## src/rtl/mem_arb_pkg.sv

```systemverilog
// Shared types and constants for the two-client memory arbiter.
// Holds the FSM state encoding, the grant encoding and default widths.
package mem_arb_pkg;

  // Arbiter FSM states.
  typedef enum logic [1:0] {
    IDLE    = 2'd0,
    GRANT_I = 2'd1,
    GRANT_D = 2'd2
  } state_t;

  // Grant encoding: which client owns (or last owned) the memory port.
  localparam logic GNT_I = 1'b0;
  localparam logic GNT_D = 1'b1;

  // Default line address width (tag + set index) and cache line width.
  localparam int DEF_ADDR_W = 28;
  localparam int DEF_LINE_W = 128;

endpackage : mem_arb_pkg

```

## src/rtl/mem_arb_pick.sv

```systemverilog
// Winner selection for the memory arbiter.
// A lone requester always wins. On a tie the client not granted last wins,
// unless MEM_ARB_DCACHE_PRIORITY_EN is defined, in which case the D-cache
// always wins a tie.
module mem_arb_pick
  import mem_arb_pkg::*;
(
  input  logic ic_req,
  input  logic dc_req,
  input  logic last_grant,
  output logic winner
);

  logic winner_s;

  // Tie-break: fixed D priority or round-robin against last_grant.
  always_comb begin
    winner_s = GNT_I;
    if (ic_req && dc_req) begin
`ifdef MEM_ARB_DCACHE_PRIORITY_EN
      winner_s = GNT_D;
`else
      if (last_grant == GNT_I) begin
        winner_s = GNT_D;
      end else begin
        winner_s = GNT_I;
      end
`endif
    end else if (dc_req) begin
      winner_s = GNT_D;
    end else begin
      winner_s = GNT_I;
    end
  end

  assign winner = winner_s;

endmodule : mem_arb_pick

```

## src/rtl/mem_arbiter.sv

```systemverilog
// Two-client (I-cache / D-cache) arbiter in front of a single memory port.
// Requests are sampled in IDLE; the winner's op/address/data are latched on
// the IDLE->GRANT edge and replayed to memory until mem_ready. Ready and read
// data are returned combinationally in the mem_ready cycle.
// Optional feature macro: MEM_ARB_DCACHE_PRIORITY_EN (D-cache wins ties).
module mem_arbiter
  import mem_arb_pkg::*;
#(
  parameter int ADDR_W = DEF_ADDR_W,
  parameter int LINE_W = DEF_LINE_W
) (
  input  logic              clk,
  input  logic              rst_n,
  input  logic              ic_read,
  input  logic              ic_write,
  input  logic [ADDR_W-1:0] ic_addr,
  input  logic [LINE_W-1:0] ic_wdata,
  output logic [LINE_W-1:0] ic_rdata,
  output logic              ic_ready,
  input  logic              dc_read,
  input  logic              dc_write,
  input  logic [ADDR_W-1:0] dc_addr,
  input  logic [LINE_W-1:0] dc_wdata,
  output logic [LINE_W-1:0] dc_rdata,
  output logic              dc_ready,
  output logic              mem_read,
  output logic              mem_write,
  output logic [ADDR_W-1:0] mem_addr,
  output logic [LINE_W-1:0] mem_wdata,
  input  logic [LINE_W-1:0] mem_rdata,
  input  logic              mem_ready
);

  state_t              state_r;
  state_t              state_nxt_s;
  logic                last_grant_r;
  logic                last_grant_nxt_s;
  logic [ADDR_W-1:0]   addr_r;
  logic [ADDR_W-1:0]   addr_nxt_s;
  logic [LINE_W-1:0]   wdata_r;
  logic [LINE_W-1:0]   wdata_nxt_s;
  logic                op_write_r;
  logic                op_write_nxt_s;
  logic                ic_req_s;
  logic                dc_req_s;
  logic                winner_s;

  // Read+write together counts as a request (and is served as a write).
  assign ic_req_s = ic_read | ic_write;
  assign dc_req_s = dc_read | dc_write;

  mem_arb_pick u_pick (
    .ic_req     (ic_req_s),
    .dc_req     (dc_req_s),
    .last_grant (last_grant_r),
    .winner     (winner_s)
  );

  // State, round-robin history and latched transfer; reset aborts any transfer.
  always_ff @(posedge clk or negedge rst_n) begin
    if (!rst_n) begin
      state_r      <= IDLE;
      last_grant_r <= GNT_D;
      addr_r       <= {ADDR_W{1'b0}};
      wdata_r      <= {LINE_W{1'b0}};
      op_write_r   <= 1'b0;
    end else begin
      state_r      <= state_nxt_s;
      last_grant_r <= last_grant_nxt_s;
      addr_r       <= addr_nxt_s;
      wdata_r      <= wdata_nxt_s;
      op_write_r   <= op_write_nxt_s;
    end
  end

  // Next-state logic: arbitrate and latch in IDLE, release on mem_ready.
  always_comb begin
    state_nxt_s      = state_r;
    last_grant_nxt_s = last_grant_r;
    addr_nxt_s       = addr_r;
    wdata_nxt_s      = wdata_r;
    op_write_nxt_s   = op_write_r;
    case (state_r)
      IDLE: begin
        if (ic_req_s || dc_req_s) begin
          if (winner_s == GNT_D) begin
            state_nxt_s    = GRANT_D;
            addr_nxt_s     = dc_addr;
            wdata_nxt_s    = dc_wdata;
            op_write_nxt_s = dc_write;
          end else begin
            state_nxt_s    = GRANT_I;
            addr_nxt_s     = ic_addr;
            wdata_nxt_s    = ic_wdata;
            op_write_nxt_s = ic_write;
          end
        end else begin
          state_nxt_s = IDLE;
        end
      end
      GRANT_I: begin
        if (mem_ready) begin
          state_nxt_s      = IDLE;
          last_grant_nxt_s = GNT_I;
        end else begin
          state_nxt_s = GRANT_I;
        end
      end
      GRANT_D: begin
        if (mem_ready) begin
          state_nxt_s      = IDLE;
          last_grant_nxt_s = GNT_D;
        end else begin
          state_nxt_s = GRANT_D;
        end
      end
      default: begin
        state_nxt_s = IDLE;
      end
    endcase
  end

  // Output decode: memory strobes drop in the ready cycle; IDLE drives all zero.
  always_comb begin
    mem_read  = 1'b0;
    mem_write = 1'b0;
    mem_addr  = {ADDR_W{1'b0}};
    mem_wdata = {LINE_W{1'b0}};
    ic_ready  = 1'b0;
    ic_rdata  = {LINE_W{1'b0}};
    dc_ready  = 1'b0;
    dc_rdata  = {LINE_W{1'b0}};
    case (state_r)
      GRANT_I: begin
        mem_read  = ~op_write_r & ~mem_ready;
        mem_write = op_write_r & ~mem_ready;
        mem_addr  = addr_r;
        mem_wdata = wdata_r;
        ic_ready  = mem_ready;
        ic_rdata  = mem_rdata;
      end
      GRANT_D: begin
        mem_read  = ~op_write_r & ~mem_ready;
        mem_write = op_write_r & ~mem_ready;
        mem_addr  = addr_r;
        mem_wdata = wdata_r;
        dc_ready  = mem_ready;
        dc_rdata  = mem_rdata;
      end
      default: begin
        mem_read = 1'b0;
      end
    endcase
  end

endmodule : mem_arbiter
```

## config.mk

```make
export PLATFORM = sky130hd
export DESIGN_NAME = mem_arbiter
export DESIGN_NICKNAME = d
export VERILOG_FILES = /design/src/rtl/mem_arb_pkg.sv /design/src/rtl/mem_arb_pick.sv /design/src/rtl/mem_arbiter.sv
export SDC_FILE = /design/constraint.sdc
export NUM_CORES = 1
export LEC_CHECK = 0
export CORE_AREA = 2 2 331 333
export DETAILED_ROUTE_END_ITERATION = 7
export DIE_AREA = 0 0 333 335
export PLACE_DENSITY_LB_ADDON = 0.1
export SLEW_MARGIN = 20
export SYNTH_ARGS = -nofsm -noshare
export SYNTH_HDL_FRONTEND = slang
export SYNTH_HIERARCHICAL = 1
export SYNTH_SLANG_ARGS = --single-unit
```

## constraint.sdc

```tcl
create_clock -name clk -period 5.7 [get_ports clk]
set_input_delay 0.855 -clock clk [delete_from_list [all_inputs] [get_ports clk]]
set_output_delay 0.855 -clock clk [all_outputs]
set_load 0.03 [all_outputs]
```

# Word-level counts from Yosys, hierarchy flattened
# Cells that the tools add are included.
[op_classes] n_eq_ne=4 n_mux=22 bitwise=6 n_reduce_logical=7
[ops] operator="$mux W128" count=4
[ops] operator="$mux W28" count=2
[ops] operator="$mux W1" count=11
[ops] operator="$mux W2" count=3
[ops] operator="$pmux W2 S3" count=1
[ops] operator="$ne A2 B2 Y1 const B" count=2
[ops] operator="$reduce_and A3 Y1" count=1
[ops] operator="$and A1 B1 Y1" count=2
[ops] operator="$eq A2 B1 Y1 const B" count=1
[ops] operator="$eq A2 B2 Y1 const B" count=1
[ops] operator="$logic_not A2 Y1" count=1
[ops] operator="$not A1 Y1" count=2
[ops] operator="$or A1 B1 Y1" count=2
[ops] operator="$pmux W1 S2" count=1
[ops] operator="$reduce_and A2 Y1" count=1
[ops] operator="$reduce_bool A2 Y1" count=1
[ops] operator="$reduce_or A2 Y1" count=1
[ops] operator="$logic_and A1 B1 Y1" count=1
[ops] operator="$logic_or A1 B1 Y1" count=1
[word_totals] register_bits=160 in_bits=447 out_inout_bits=416

# Logic depth before layout (Yosys ltp)
# Gate-level depths: netlist (run 1).
[depth] depth_word=6 depth_mapped=7 ltp_nobuf=4

# Hierarchy
# Netlist (run 1), hierarchy kept.
[by_module_without_submodules] module="mem_arbiter" n_inst=1 cells_each=987 area_each_um2=10819.1 seq_area_each_um2=4005.1
[by_module_without_submodules] module="mem_arb_pick" n_inst=1 cells_each=1 area_each_um2=11.3 seq_area_each_um2=0.0

# Worst setup path after synthesis (run 1)
# No wires, ideal clock.
[synth_path] kind="input to register" start="input ic_write" end="register wdata_r[17]" t_arrival_ps=2533 slack_ps=3040 stages=7 path_cell_list="or2_2 -> a21boi_2 -> clkbuf_1 -> clkbuf_1 -> buf_2 -> mux2_2 -> mux2_1"
[synth_via] elab_chain_cells=4
[synth_rtl] element="start: declaration" line_no="mem_arbiter.sv:15" text="input logic ic_write,"
[synth_rtl] element="$or A1 B1 Y1" line_no="mem_arbiter.sv:49" text="assign ic_req_s = ic_read | ic_write;"
[synth_rtl] element="$logic_and A1 B1 Y1" line_no="mem_arb_pick.sv:19" text="if (ic_req && dc_req) begin"
[synth_rtl] element="$mux W1" line_no="mem_arb_pick.sv:19"
[synth_rtl] element="named net winner_s" line_no="mem_arbiter.sv:46" text="logic winner_s;"
[synth_rtl] element="$mux W128" line_no="mem_arbiter.sv:86" text="if (winner_s == GNT_D) begin"
[synth_rtl] element="end signal: assignment" line_no="mem_arbiter.sv:65" text="wdata_r <= {LINE_W{1'b0}};"
[synth_rtl] element="end signal: assignment" line_no="mem_arbiter.sv:71" text="wdata_r <= wdata_nxt_s;"
[synth_rtl] element="end: declaration" line_no="mem_arbiter.sv:40" text="logic [LINE_W-1:0] wdata_r;"
# The timed path passes the listed nets, and every way through them passes these cells.
# A chain may end at the register's enable or synchronous reset.

# Worst setup path in the final report (run 1)
[layout_path] start="register state_r[0]" end="output mem_wdata[100]"
[layout_via] elab_chain_cells=3
[layout_rtl] element="start: declaration" line_no="mem_arbiter.sv:34" text="state_t state_r;"
[layout_rtl] element="start signal: assignment" line_no="mem_arbiter.sv:68" text="state_r <= state_nxt_s;"
[layout_rtl] element="$eq A2 B2 Y1 / $eq A2 B1 Y1 (equally long branches)" line_no="mem_arbiter.sv:133" text="case (state_r)"
[layout_rtl] element="$reduce_or A2 Y1 (no line) *"
[layout_rtl] element="$mux W128 *" line_no="mem_arbiter.sv:133"
[layout_rtl] element="end: declaration" line_no="mem_arbiter.sv:29" text="output logic [LINE_W-1:0] mem_wdata,"
# Every way passes the cells marked *; elsewhere a longest branch is shown, timed or not.

==> metrics.txt, run 1 <==
# TYPE chip_impl_metric gauge
chip_impl_metric{name="hold_viol",unit=""} 0
chip_impl_metric{name="clock_skew",unit="ps"} 12.3
chip_impl_metric{name="yosysWarningCount",unit=""} 6
chip_impl_info{name="crit_path_cell_trace",value="inv_1, ha_4, buf_16, buf_4, and2_1, clkdlybuf4s50_1"} 1
chip_impl_metric{name="final.period_utilization",unit=""} 0.737
chip_impl_metric{name="routedWlPerCell",unit="µm"} 21.2
chip_impl_metric{name="grt_antenna_before_repair",unit=""} 43
chip_impl_metric{name="worst_r2r_path_depth",unit=""} 6
chip_impl_info{name="worstReg2RegStart",value="state_r[0]"} 1
chip_impl_metric{name="grt_pass1_vias",unit=""} 11600
chip_impl_info{name="cpMaxStageDelayCell",value="sky130_fd_sc_hd__clkdlybuf4s50_1"} 1
chip_impl_metric{name="final_max_slew_viol_count",unit=""} 0
chip_impl_metric{name="ctsResizeCount",unit=""} 0
chip_impl_metric{name="pwr_density_cell",unit="nW/µm²"} 539
chip_impl_metric{name="count_of_vias_placed_by_the_detailed_router",unit=""} 10500
chip_impl_metric{name="ys_types",unit=""} 24
chip_impl_metric{name="postSynthNetCount",unit=""} 1439
chip_impl_metric{name="numPlacedInstances",unit=""} 3199
chip_impl_metric{name="total_clock_buffers_created_by_cts",unit=""} 17
chip_impl_info{name="path_class",value="reg -> out"} 1
chip_impl_metric{name="placement.io_buffers",unit=""} 862
chip_impl_metric{name="drtPass1Iterations",unit=""} 4
chip_impl_metric{name="finalNetCount",unit=""} 2256
chip_impl_metric{name="grt_overflow_total",unit=""} 0
chip_impl_metric{name="worstPathArrival",unit="ps"} 3350
chip_impl_metric{name="drcViolationCount",unit=""} 0
chip_impl_metric{name="drv_cap",unit=""} 0
chip_impl_metric{name="layout_min_cycle_time",unit="ps"} 4200
chip_impl_metric{name="critPathMaxStageDelay",unit="ps"} 690
chip_impl_metric{name="htree_levels",unit=""} 4
chip_impl_metric{name="required",unit="ps"} 4850
chip_impl_metric{name="routed_wl",unit="µm"} 68800
chip_impl_info{name="rsz0062_at_grt",value="no"} 1
chip_impl_metric{name="synth.ff_latch_count",unit=""} 160
chip_impl_metric{name="clk-insertion-delay-late",unit="ps"} 480
chip_impl_metric{name="area_delta_synth_final",unit="%"} 100
chip_impl_metric{name="total_power",unit="µW"} 11700
chip_impl_metric{name="setup_viol",unit=""} 0
chip_impl_metric{name="gr-usage-all-layers",unit=""} 0.119
chip_impl_metric{name="row_count",unit=""} 121
chip_impl_metric{name="maximum_clock_rate",unit="GHz"} 0.238
chip_impl_metric{name="clk_transition_reported_paths",unit="ps"} 80
chip_impl_metric{name="routed_via_density",unit=""} 3.24
chip_impl_metric{name="grt_start_max_net_pins",unit=""} 113
chip_impl_metric{name="leakage_dissipation",unit="µW"} 0.00813
chip_impl_info{name="startpoint_type",value="flip-flop"} 1
chip_impl_metric{name="floorplan.core_area",unit="µm²"} 108000
chip_impl_metric{name="layout_cells_sized_above_1",unit=""} 0.149
chip_impl_metric{name="chipHeight",unit="µm"} 335
chip_impl_info{name="run_status",value="finished clean"} 1
chip_impl_metric{name="power.ir.vdd_worst",unit="mV"} 0.417
chip_impl_info{name="cts_tree",value="yes"} 1
chip_impl_metric{name="clock_sinks",unit=""} 160
chip_impl_metric{name="worst_slew_margin_rel",unit=""} 0.382
chip_impl_info{name="critical_path.reg2reg.endpoint",value="wdata_r[50]"} 1
chip_impl_metric{name="layout.cell_area.non_filler",unit="µm²"} 21700
chip_impl_metric{name="start_util",unit=""} 0.100
chip_impl_metric{name="postSynthAreaPerCell",unit="µm²"} 11.0
chip_impl_metric{name="io_pins",unit=""} 863
chip_impl_metric{name="dp_hpwl",unit="µm"} 57500
chip_impl_metric{name="drt_iter0_drc",unit=""} 208
chip_impl_metric{name="reg2reg_setup_slack",unit="ps"} 3310
chip_impl_metric{name="sum_of_negative_setup_slack",unit="ps"} 0
chip_impl_metric{name="post_synth_instance_area",unit="µm²"} 10800
chip_impl_metric{name="post_layout_nonfiller_instances",unit=""} 3240
chip_impl_metric{name="cts.path.max_buffers",unit=""} 2
chip_impl_metric{name="postCtsSetupRepairBufs",unit=""} 0
chip_impl_info{name="timing.critical_path.to_type",value="output pin"} 1
chip_impl_info{name="root_buffer",value="sky130_fd_sc_hd__clkbuf_16"} 1
chip_impl_metric{name="postPlaceCellArea",unit="µm²"} 21000
chip_impl_metric{name="grt_pass1_wl",unit="µm"} 93000
chip_impl_metric{name="antenna_violating_nets_post_route",unit=""} 0
chip_impl_metric{name="ctsHoldBuffers",unit=""} 0
chip_impl_metric{name="dieWidth",unit="µm"} 333
chip_impl_metric{name="synth_cells",unit=""} 988
chip_impl_info{name="worstHoldPathType",value="in -> async"} 1
chip_impl_metric{name="floorplan_die_area",unit="µm²"} 112000
chip_impl_metric{name="hold_slack",unit="ps"} 324
chip_impl_metric{name="cp_max_fo",unit=""} 55
chip_impl_metric{name="synth-seq-area-share",unit=""} 0.370
chip_impl_metric{name="routabilityCongestion",unit=""} 0.780
chip_impl_metric{name="worst_slew_pin_slew",unit="ps"} 927
==> worst max path at each step <==
| stage | slack, ps | startpoint | to |
|---|---|---|---|
| after global placement | 1800 | state_r[0] | mem_wdata[117] |
| after detailed placement | 1910 | state_r[0] | mem_wdata[96] |
| final | 1500 | state_r[0] | mem_wdata[100] |
| after CTS | 1310 | state_r[0] | mem_wdata[96] |
| after global routing | 1190 | state_r[0] | mem_wdata[87] |
| after floorplan | 3040 | ic_write | wdata_r[17] |
==> flip-flops by register name, indices dropped and copies added (netlist names) <==
| register | cells |
|---|---|
| op_write_r | 1 |
| wdata_r | 128 |
| state_r | 2 |
| addr_r | 28 |
| last_grant_r | 1 |
==> cell usage in the layout (no fill, tap or decap), drive strengths merged, types with 2 or more instances in the layout <==
| cell | n |
|---|---|
| clkbuf | 18 |
| and2 | 413 |
| clkdlybuf4s50 | 861 |
| inv | 13 |
| dfrtp | 159 |
| diode | 8 |
| or2 | 2 |
| mux2 | 314 |
| buf | 17 |
| ha | 4 |
| bufinv | 3 |
==> layout make-up <==
cell class | instances | area [µm²]
fill | 11900 | 86400
tap | 1414 | 1770
clock buffer | 18 | 429
antenna | 8 | 20.0
clock inverter | 14 | 193
sequential | 160 | 4010
inverter | 4 | 15.0
multi-input combinational | 744 | 6430
timing repair buffer | 878 | 8850
==> Yosys cell counts <==
library cell,n,area [µm²]
sky130_fd_sc_hd__mux2_2,184,2070
sky130_fd_sc_hd__and3b_1,1,8.76
sky130_fd_sc_hd__o41ai_1,1,8.76
sky130_fd_sc_hd__buf_6,14,158
sky130_fd_sc_hd__o32ai_1,1,8.76
sky130_fd_sc_hd__o41a_1,1,11.3
sky130_fd_sc_hd__or2_2,2,12.5
sky130_fd_sc_hd__a21o_1,1,7.51
sky130_fd_sc_hd__ha_1,4,50.1
sky130_fd_sc_hd__nand2_1,1,3.75
sky130_fd_sc_hd__buf_2,13,65.1
sky130_fd_sc_hd__dfrtp_1,159,3980
sky130_fd_sc_hd__buf_4,1,7.51
sky130_fd_sc_hd__and2_1,413,2580
sky130_fd_sc_hd__o31ai_1,1,7.51
sky130_fd_sc_hd__nand2b_1,1,6.26
sky130_fd_sc_hd__a21boi_2,1,11.3
sky130_fd_sc_hd__mux2_4,30,450
sky130_fd_sc_hd__inv_1,4,15.0
sky130_fd_sc_hd__nor3b_1,1,7.51
sky130_fd_sc_hd__dfstp_2,1,26.3
sky130_fd_sc_hd__mux2_1,100,1130
sky130_fd_sc_hd__clkbuf_1,52,195
sky130_fd_sc_hd__or3b_2,1,8.76
==> logic make-up after synthesis <==
logic type	Yosys count	share of synthesized area
simple gates	420	0.243
mux	314	0.337
flops	160	0.370
buf+inv	84	0.0407
compound gates	6	0.00508
fa+ha+maj	4	0.00462
==> critical path, delay by kind of cell (launching register included) <==
kind / cells / cell delay [ps]
adders and majority gates: 1 / 630
DFF: 1 / 420
and+or+nand+nor: 1 / 200
buffers and inverters: 4 / 1510
==> power breakdown <==
group / total [µW] / switching, µW / leakage (µW) / internal, µW
Clock: 1300 / 594 / 0.000303 / 707
Combinational: 8340 / 4580 / 0.00596 / 3770
Sequential: 2070 / 332 / 0.00187 / 1730
==> through the flow <==
step / setup slack, ps / utilization
2_1_floorplan: 3040 / -
3_3_place_gp: 1800 / 0.194
3_5_place_dp: 1910 / 0.195
4_1_cts: 1310 / 0.200
5_1_grt: 1190 / 0.201
6_report: 1500 / 0.201
==> metal layers <==
metal,global-route usage,vias to the layer above,share of wire
li1,-,4894,-
met5,0,-,0.0034
met3,0.0542,90,0.093
met1,0.111,4993,0.34
met2,0.235,498,0.56
met4,0.0258,36,0.013
(Power assumes the default switching activity.)
==> run 2: changes to the inputs <==
==> constraint.sdc (replaced) <==
create_clock -name clk -period 3.85 [get_ports clk]
set_input_delay 0.5775 -clock clk [delete_from_list [all_inputs] [get_ports clk]]
set_output_delay 0.5775 -clock clk [all_outputs]
set_load 0.03 [all_outputs]
==> run 2 against run 1 <==
Effect of this change:
- highest routed layer unchanged
- critical path depth did not move
- largest power group unchanged
- final area rose by 0.22%
- sequential cell count did not move
- sequential share of layout area barely moved
- final cell count rose by 0.43%
- die area did not move
- total power rose by 48%
- non-clock buffer count rose by 7
- critical path type unchanged
- register-to-register slack got worse by 1800 ps
==> metrics.txt, run 2 (same netlist as run 1, synthesis figures left out) <==
# TYPE chip_impl_metric gauge
chip_impl_metric{name="clk_transition_reported_paths",unit="ps"} 80
chip_impl_info{name="cts_tree",value="yes"} 1
chip_impl_metric{name="layout_cells_sized_above_1",unit=""} 0.152
chip_impl_info{name="final_common_cell",value="sky130_fd_sc_hd__clkdlybuf4s50_1"} 1
chip_impl_metric{name="count_of_vias_placed_by_the_detailed_router",unit=""} 10600
chip_impl_metric{name="pwr_density_cell",unit="nW/µm²"} 798
chip_impl_metric{name="worst_slew_pin_slew",unit="ps"} 838
chip_impl_metric{name="largest_register_ffs",unit=""} 128
chip_impl_metric{name="antenna_violating_nets_post_route",unit=""} 0
chip_impl_metric{name="required",unit="ps"} 3270
chip_impl_metric{name="reg2reg_setup_slack",unit="ps"} 1490
chip_impl_metric{name="floorplan.core_area",unit="µm²"} 108000
chip_impl_info{name="startpoint_type",value="flip-flop"} 1
chip_impl_info{name="biggestRegsByFlops",value="wdata_r x128, addr_r x28, state_r x2"} 1
chip_impl_metric{name="ctsHoldBuffers",unit=""} 0
chip_impl_metric{name="floorplan_die_area",unit="µm²"} 112000
chip_impl_metric{name="grt_start_max_net_pins",unit=""} 86
chip_impl_metric{name="drcViolationCount",unit=""} 0
chip_impl_metric{name="finalNetCount",unit=""} 2263
chip_impl_metric{name="final_max_slew_viol_count",unit=""} 0
chip_impl_info{name="path_class",value="reg -> out"} 1
chip_impl_metric{name="dp_hpwl",unit="µm"} 57700
chip_impl_info{name="root_buffer",value="sky130_fd_sc_hd__clkbuf_16"} 1
chip_impl_info{name="worstHoldPathType",value="in -> async"} 1
chip_impl_metric{name="start_util",unit=""} 0.100
chip_impl_metric{name="chipHeight",unit="µm"} 335
chip_impl_metric{name="sum_of_negative_setup_slack",unit="ps"} 0
chip_impl_metric{name="post_layout_nonfiller_instances",unit=""} 3254
chip_impl_metric{name="grt_pass1_vias",unit=""} 11800
chip_impl_metric{name="setup_viol",unit=""} 0
chip_impl_metric{name="clock_sinks",unit=""} 160
chip_impl_metric{name="row_count",unit=""} 121
chip_impl_metric{name="ctsResizeCount",unit=""} 0
chip_impl_metric{name="drtPass1Iterations",unit=""} 4
chip_impl_metric{name="postCtsSetupRepairBufs",unit=""} 0
chip_impl_metric{name="drv_cap",unit=""} 0
chip_impl_metric{name="routed_via_density",unit=""} 3.26
chip_impl_info{name="layout.cells.most_common_list",value="sky130_fd_sc_hd__clkdlybuf4s50_1, sky130_fd_sc_hd__and2_1, sky130_fd_sc_hd__mux2_2"} 1
chip_impl_metric{name="gr-usage-all-layers",unit=""} 0.121
chip_impl_metric{name="grt_overflow_total",unit=""} 0
chip_impl_info{name="rsz0062_at_grt",value="no"} 1
chip_impl_metric{name="clk-insertion-delay-late",unit="ps"} 490
chip_impl_metric{name="drt_iter0_drc",unit=""} 221
chip_impl_info{name="max_flop_register",value="wdata_r"} 1
chip_impl_metric{name="dieWidth",unit="µm"} 333
chip_impl_info{name="critical_path.reg2reg.endpoint",value="addr_r[2]"} 1
chip_impl_metric{name="routabilityCongestion",unit=""} 0.787
chip_impl_metric{name="routed_wl",unit="µm"} 69600
chip_impl_metric{name="hold_viol",unit=""} 0
chip_impl_metric{name="worst_r2r_path_depth",unit=""} 5
chip_impl_metric{name="leakage_dissipation",unit="µW"} 0.00813
chip_impl_metric{name="cp_max_fo",unit=""} 70
chip_impl_info{name="timing.critical_path.to_type",value="output pin"} 1
chip_impl_metric{name="routedWlPerCell",unit="µm"} 21.4
chip_impl_metric{name="grt_antenna_before_repair",unit=""} 51
chip_impl_metric{name="cts.path.max_buffers",unit=""} 2
chip_impl_metric{name="worstPathArrival",unit="ps"} 2920
chip_impl_metric{name="htree_levels",unit=""} 4
chip_impl_metric{name="power.ir.vdd_worst",unit="mV"} 0.572
chip_impl_metric{name="layout_min_cycle_time",unit="ps"} 3490
chip_impl_info{name="worstReg2RegStart",value="state_r[0]"} 1
chip_impl_metric{name="clock_skew",unit="ps"} 16.3
chip_impl_info{name="run_status",value="finished clean"} 1
chip_impl_metric{name="maximum_clock_rate",unit="GHz"} 0.286
chip_impl_metric{name="numPlacedInstances",unit=""} 3207
chip_impl_metric{name="area_delta_synth_final",unit="%"} 101
chip_impl_metric{name="final.period_utilization",unit=""} 0.908
chip_impl_metric{name="fill_cells",unit=""} 11900
chip_impl_metric{name="worst_slew_margin_rel",unit=""} 0.442
chip_impl_metric{name="placement.io_buffers",unit=""} 862
chip_impl_info{name="setup.worst_path.end",value="dc_rdata[98]"} 1
chip_impl_metric{name="total_clock_buffers_created_by_cts",unit=""} 17
chip_impl_info{name="critPathLaunch",value="state_r[0]"} 1
chip_impl_metric{name="io_pins",unit=""} 863
chip_impl_metric{name="grt_pass1_wl",unit="µm"} 94400
[run 2: final cells by class]
class                      count  area (µm²)  share of cell area
sequential                   160        4010               0.184
timing repair buffer         885        8950               0.411
clock buffer                  22         474              0.0218
antenna                       15        37.5             0.00172
multi-input combinational    744        6430               0.296
tap                         1414        1770              0.0813
inverter                       4        15.0            0.000690
clock inverter                10        78.8             0.00362
[run 2: how the worst min path moves through the flow]
stage	end	depth (start not counted)	start	slack, ps
5_1_grt	wdata_r[105]	1	rst_n	100
6_report	wdata_r[105]	1	rst_n	80
3_3_place_gp	wdata_r[23]	1	wdata_r[23]	460
3_5_place_dp	wdata_r[23]	1	wdata_r[23]	470
4_1_cts	wdata_r[105]	1	rst_n	80
2_1_floorplan	addr_r[0]	0	rst_n	280
[run 2: critical path, stage by stage (launching register included)]
cell	delay, ps
sky130_fd_sc_hd__dfrtp_1	430
sky130_fd_sc_hd__inv_1	180
sky130_fd_sc_hd__ha_4	410
sky130_fd_sc_hd__buf_12	290
sky130_fd_sc_hd__buf_12	200
sky130_fd_sc_hd__and2_1	130
sky130_fd_sc_hd__clkdlybuf4s50_1	710
[run 2: through the flow]
stage                     area [µm²]  hold slack [ps]  utilization  total power (µW)  setup WS (ps)
final                          21800             77.7        0.201             17400            356
after global routing           21800              104        0.201             18400            163
after CTS                      21700             78.2        0.201             17900            259
after detailed placement       21200              467        0.196             16000            849
after global placement         21200              460        0.196             16000            856
after floorplan                10800              282            -             10300           1470
[run 2: power breakdown]
group / total, µW / switching, µW / internal, µW
Combinational: 12700 / 7000 / 5650
Clock: 1760 / 873 / 884
Sequential: 2960 / 391 / 2570
[run 2: metal layers]
metal  track usage  part of all wire  vias to the layer above
met1         0.109              0.32                     5041
met5             0            0.0028                        -
li1              -                 -                     4922
met3        0.0567             0.096                      101
met2         0.231              0.55                      506
met4        0.0493             0.024                       32
==> run 3: changes to the inputs <==
--- a/config.mk
+++ b/config.mk
@@ -5,9 +5,10 @@
 export SDC_FILE = /design/constraint.sdc
 export NUM_CORES = 1
 export LEC_CHECK = 0
-export CORE_AREA = 2 2 331 333
+export ABC_AREA = 1
+export CORE_AREA = 2 2 334 336
 export DETAILED_ROUTE_END_ITERATION = 7
-export DIE_AREA = 0 0 333 335
+export DIE_AREA = 0 0 336 338
 export PLACE_DENSITY_LB_ADDON = 0.1
 export SLEW_MARGIN = 20
 export SYNTH_ARGS = -nofsm -noshare
==> run 3 against run 2 <==
Effect of this change:
- synthesized cell count increased by 78%
- clock power up 9%
- routed wire length increased by 8.1%
- sequential share of layout area shrank 0.17 points
- critical path depth unchanged
- clock skew shrank 1.1 ps
- setup slack better by 130 ps
- first-iteration DRC count is 110% higher
- global-route usage increased by 0.67 points
- clock-buffer cell count is 4 lower
- core utilization is 0.18 points lower
- critical path type unchanged
==> metrics.txt, run 3 <==
# TYPE chip_impl_metric gauge
chip_impl_info{name="run_status",value="finished clean"} 1
chip_impl_info{name="path_class",value="reg -> out"} 1
chip_impl_info{name="crit_path_frequent_cell",value="sky130_fd_sc_hd__inv_1"} 1
chip_impl_metric{name="dieWidth",unit="µm"} 336
chip_impl_metric{name="postSynthAreaPerCell",unit="µm²"} 6.27
chip_impl_metric{name="total_clock_buffers_created_by_cts",unit=""} 17
chip_impl_info{name="final_common_cell",value="sky130_fd_sc_hd__clkdlybuf4s50_1"} 1
chip_impl_metric{name="drv_cap",unit=""} 0
chip_impl_metric{name="start_util",unit=""} 0.100
chip_impl_info{name="worstReg2RegStart",value="state_r[0]"} 1
chip_impl_metric{name="total_power",unit="µW"} 17400
chip_impl_metric{name="hold_viol",unit=""} 0
chip_impl_metric{name="worst_slew_margin_rel",unit=""} 0.514
chip_impl_metric{name="worstPathArrival",unit="ps"} 2780
chip_impl_metric{name="postSynthNetCount",unit=""} 2208
chip_impl_info{name="rsz0062_at_grt",value="no"} 1
chip_impl_metric{name="floorplan.core_area",unit="µm²"} 110000
chip_impl_metric{name="htree_levels",unit=""} 4
chip_impl_metric{name="clk_transition_reported_paths",unit="ps"} 80
chip_impl_metric{name="placement.io_buffers",unit=""} 862
chip_impl_metric{name="worst-path-buf-inv",unit=""} 4
chip_impl_info{name="yosys.cell_count.top_type",value="sky130_fd_sc_hd__nand2_1"} 1
chip_impl_metric{name="maximum_clock_rate",unit="GHz"} 0.298
chip_impl_metric{name="grt_pass1_wl",unit="µm"} 103000
chip_impl_metric{name="synth-seq-area-share",unit=""} 0.364
chip_impl_metric{name="gr-usage-all-layers",unit=""} 0.128
chip_impl_metric{name="synth_cells",unit=""} 1757
chip_impl_metric{name="clock_skew",unit="ps"} 15.2
chip_impl_info{name="max_flop_register",value="wdata_r"} 1
chip_impl_info{name="crit_path_cell_trace",value="inv_1, ha_4, buf_4, nand2_1, inv_1, clkdlybuf4s50_1"} 1
chip_impl_metric{name="antenna_violating_nets_post_route",unit=""} 0
chip_impl_metric{name="io_pins",unit=""} 863
chip_impl_metric{name="leakage_dissipation",unit="µW"} 0.0111
chip_impl_metric{name="grt_overflow_total",unit=""} 0
chip_impl_metric{name="layout_cells_sized_above_1",unit=""} 0.0874
chip_impl_metric{name="postCtsSetupRepairBufs",unit=""} 0
chip_impl_info{name="biggestRegsByFlops",value="wdata_r x128, addr_r x28, state_r x2"} 1
chip_impl_metric{name="yosysWarningCount",unit=""} 6
chip_impl_metric{name="grt_pass1_vias",unit=""} 14100
chip_impl_metric{name="routed_via_density",unit=""} 3.33
chip_impl_metric{name="synthArstFlopShare",unit=""} 1.00
chip_impl_metric{name="sum_of_negative_setup_slack",unit="ps"} 0
chip_impl_metric{name="drcViolationCount",unit=""} 0
chip_impl_metric{name="routabilityCongestion",unit=""} 0.835
chip_impl_metric{name="hold_slack",unit="ps"} 79.8
chip_impl_metric{name="post_synth_instance_area",unit="µm²"} 11000
chip_impl_metric{name="critPathMaxStageDelay",unit="ps"} 690
chip_impl_metric{name="final_max_slew_viol_count",unit=""} 0
chip_impl_info{name="critPathLaunch",value="state_r[1]"} 1
chip_impl_metric{name="synth_top_area_frac",unit=""} 0.361
chip_impl_metric{name="number_of_flops_mapped_to_enable_cells_by_yosys",unit=""} 0
chip_impl_metric{name="post-route-worst-setup-slack",unit="ps"} 489
chip_impl_info{name="cpMaxStageDelayCell",value="sky130_fd_sc_hd__clkdlybuf4s50_1"} 1
chip_impl_metric{name="layout_min_cycle_time",unit="ps"} 3360
chip_impl_metric{name="worst_slew_pin_slew",unit="ps"} 730
chip_impl_info{name="ys.flop_type",value="sky130_fd_sc_hd__dfrtp_1"} 1
chip_impl_metric{name="routed_wl",unit="µm"} 75200
chip_impl_metric{name="post_layout_nonfiller_instances",unit=""} 4073
chip_impl_info{name="layout.cells.most_common_list",value="sky130_fd_sc_hd__clkdlybuf4s50_1, sky130_fd_sc_hd__nand2_1, sky130_fd_sc_hd__inv_1"} 1
chip_impl_metric{name="ctsResizeCount",unit=""} 0
chip_impl_info{name="crit_path_max_delay_family",value="buffers and inverters"} 1
chip_impl_metric{name="drt_iter0_drc",unit=""} 454
chip_impl_metric{name="count_of_vias_placed_by_the_detailed_router",unit=""} 13600
chip_impl_metric{name="area_delta_synth_final",unit="%"} 99.3
chip_impl_metric{name="cp_max_fo",unit=""} 33
chip_impl_metric{name="largest_register_ffs",unit=""} 128
chip_impl_metric{name="chipHeight",unit="µm"} 338
chip_impl_metric{name="final.period_utilization",unit=""} 0.873
chip_impl_metric{name="cts.path.max_buffers",unit=""} 2
chip_impl_info{name="timing.critical_path.to_type",value="output pin"} 1
chip_impl_metric{name="synth.ff_latch_count",unit=""} 160
chip_impl_metric{name="row_count",unit=""} 122
chip_impl_metric{name="ctsHoldBuffers",unit=""} 0
chip_impl_metric{name="setup_viol",unit=""} 0
chip_impl_info{name="startpoint_type",value="flip-flop"} 1
chip_impl_metric{name="dp_slack",unit="ps"} 932
chip_impl_metric{name="grt_start_max_net_pins",unit=""} 108
chip_impl_metric{name="grt_antenna_before_repair",unit=""} 46
chip_impl_metric{name="required",unit="ps"} 3270
chip_impl_metric{name="drtPass1Iterations",unit=""} 4
chip_impl_metric{name="multiInputGateArea",unit="µm²"} 4890
chip_impl_info{name="root_buffer",value="sky130_fd_sc_hd__clkbuf_16"} 1
chip_impl_metric{name="dp_hpwl",unit="µm"} 63100
chip_impl_metric{name="numPlacedInstances",unit=""} 4019
chip_impl_metric{name="finalNetCount",unit=""} 3001
chip_impl_metric{name="routedWlPerCell",unit="µm"} 18.5
chip_impl_info{name="worstHoldPathType",value="in -> async"} 1
chip_impl_metric{name="seqCellArea",unit="µm²"} 4010
chip_impl_metric{name="ys_types",unit=""} 23
chip_impl_metric{name="clock_sinks",unit=""} 160
chip_impl_metric{name="power.ir.vdd_worst",unit="mV"} 0.323
chip_impl_metric{name="fill_cells",unit=""} 12600
chip_impl_metric{name="floorplan_die_area",unit="µm²"} 114000
chip_impl_info{name="synthTopCellsByCount",value="sky130_fd_sc_hd__nand2_1, sky130_fd_sc_hd__inv_1, sky130_fd_sc_hd__o21ai_0"} 1
chip_impl_metric{name="clk-insertion-delay-late",unit="ps"} 480
chip_impl_info{name="cts_tree",value="yes"} 1
chip_impl_info{name="post-synth-top-area-cell",value="sky130_fd_sc_hd__dfrtp_1"} 1
chip_impl_info{name="main_area_contributors_after_synthesis",value="sky130_fd_sc_hd__dfrtp_1, sky130_fd_sc_hd__nand2_1, sky130_fd_sc_hd__inv_1"} 1
chip_impl_metric{name="pwr_density_cell",unit="nW/µm²"} 791
[run 3: cell count changes in the layout (fill, tap and decap cells not counted), sizes merged, moves of 4 or more]
cell    delta
nand2    +577
and2     -413
o21ai    +314
inv      +422
mux2     -314
diode      +7
clkbuf     -4
or2      +155
[run 3: cell type report]
class / instances / share of cell area
Antenna cell: 22 / 0.00251
Clock buffer: 18 / 0.0195
Clock inverter: 14 / 0.00883
Inverter: 422 / 0.0722
Multi-Input combinational cell: 1062 / 0.223
Sequential cell: 160 / 0.182
Tap cell: 1488 / 0.0848
Timing Repair Buffer: 887 / 0.407
[run 3: logic make-up (layout without fill, tap and decap cells)]
| logic type | after synthesis | count (layout) | share of synthesized area |
|---|---|---|---|
| adders and majority gates | 4 | 4 | 0.00454 |
| and+or+nand+nor | 741 | 741 | 0.290 |
| AOI/OAI and AO/OA | 317 | 317 | 0.144 |
| DFF | 160 | 160 | 0.364 |
| other | 0 | 22 | 0 |
| buffers and inverters | 535 | 1341 | 0.198 |
[run 3: routing by layer]
layer  vias up  routed length (µm)  GRT usage
met5         -                  94          0
li1       6711                   -          -
met3       108                6190     0.0448
met1      6159               26000      0.123
met2       572               40000      0.241
met4        14                2930     0.0640
[run 3: worst paths after layout]
check                               end  slack (ps)  cells after the start
max                        ic_rdata[11]         490                      6
min                         wdata_r[46]          80                      1
max reg2reg                   addr_r[9]        1860                      5
min reg2reg                wdata_r[103]         480                      2
max in group asynchronous  wdata_r[111]        2720                      2
min in group clk           wdata_r[103]         480                      2
[run 3: metrics by stage]
step,cell area [µm²],util
6_report,22000,0.200
5_1_grt,21900,0.199
4_1_cts,21900,0.199
3_5_place_dp,21300,0.193
3_3_place_gp,21300,0.193
2_1_floorplan,11000,-
[run 3: where the power goes]
part,internal [µW],switching [µW]
Sequential,2570,513
Combinational,4600,7750
Clock,1040,880
Total,8220,9150
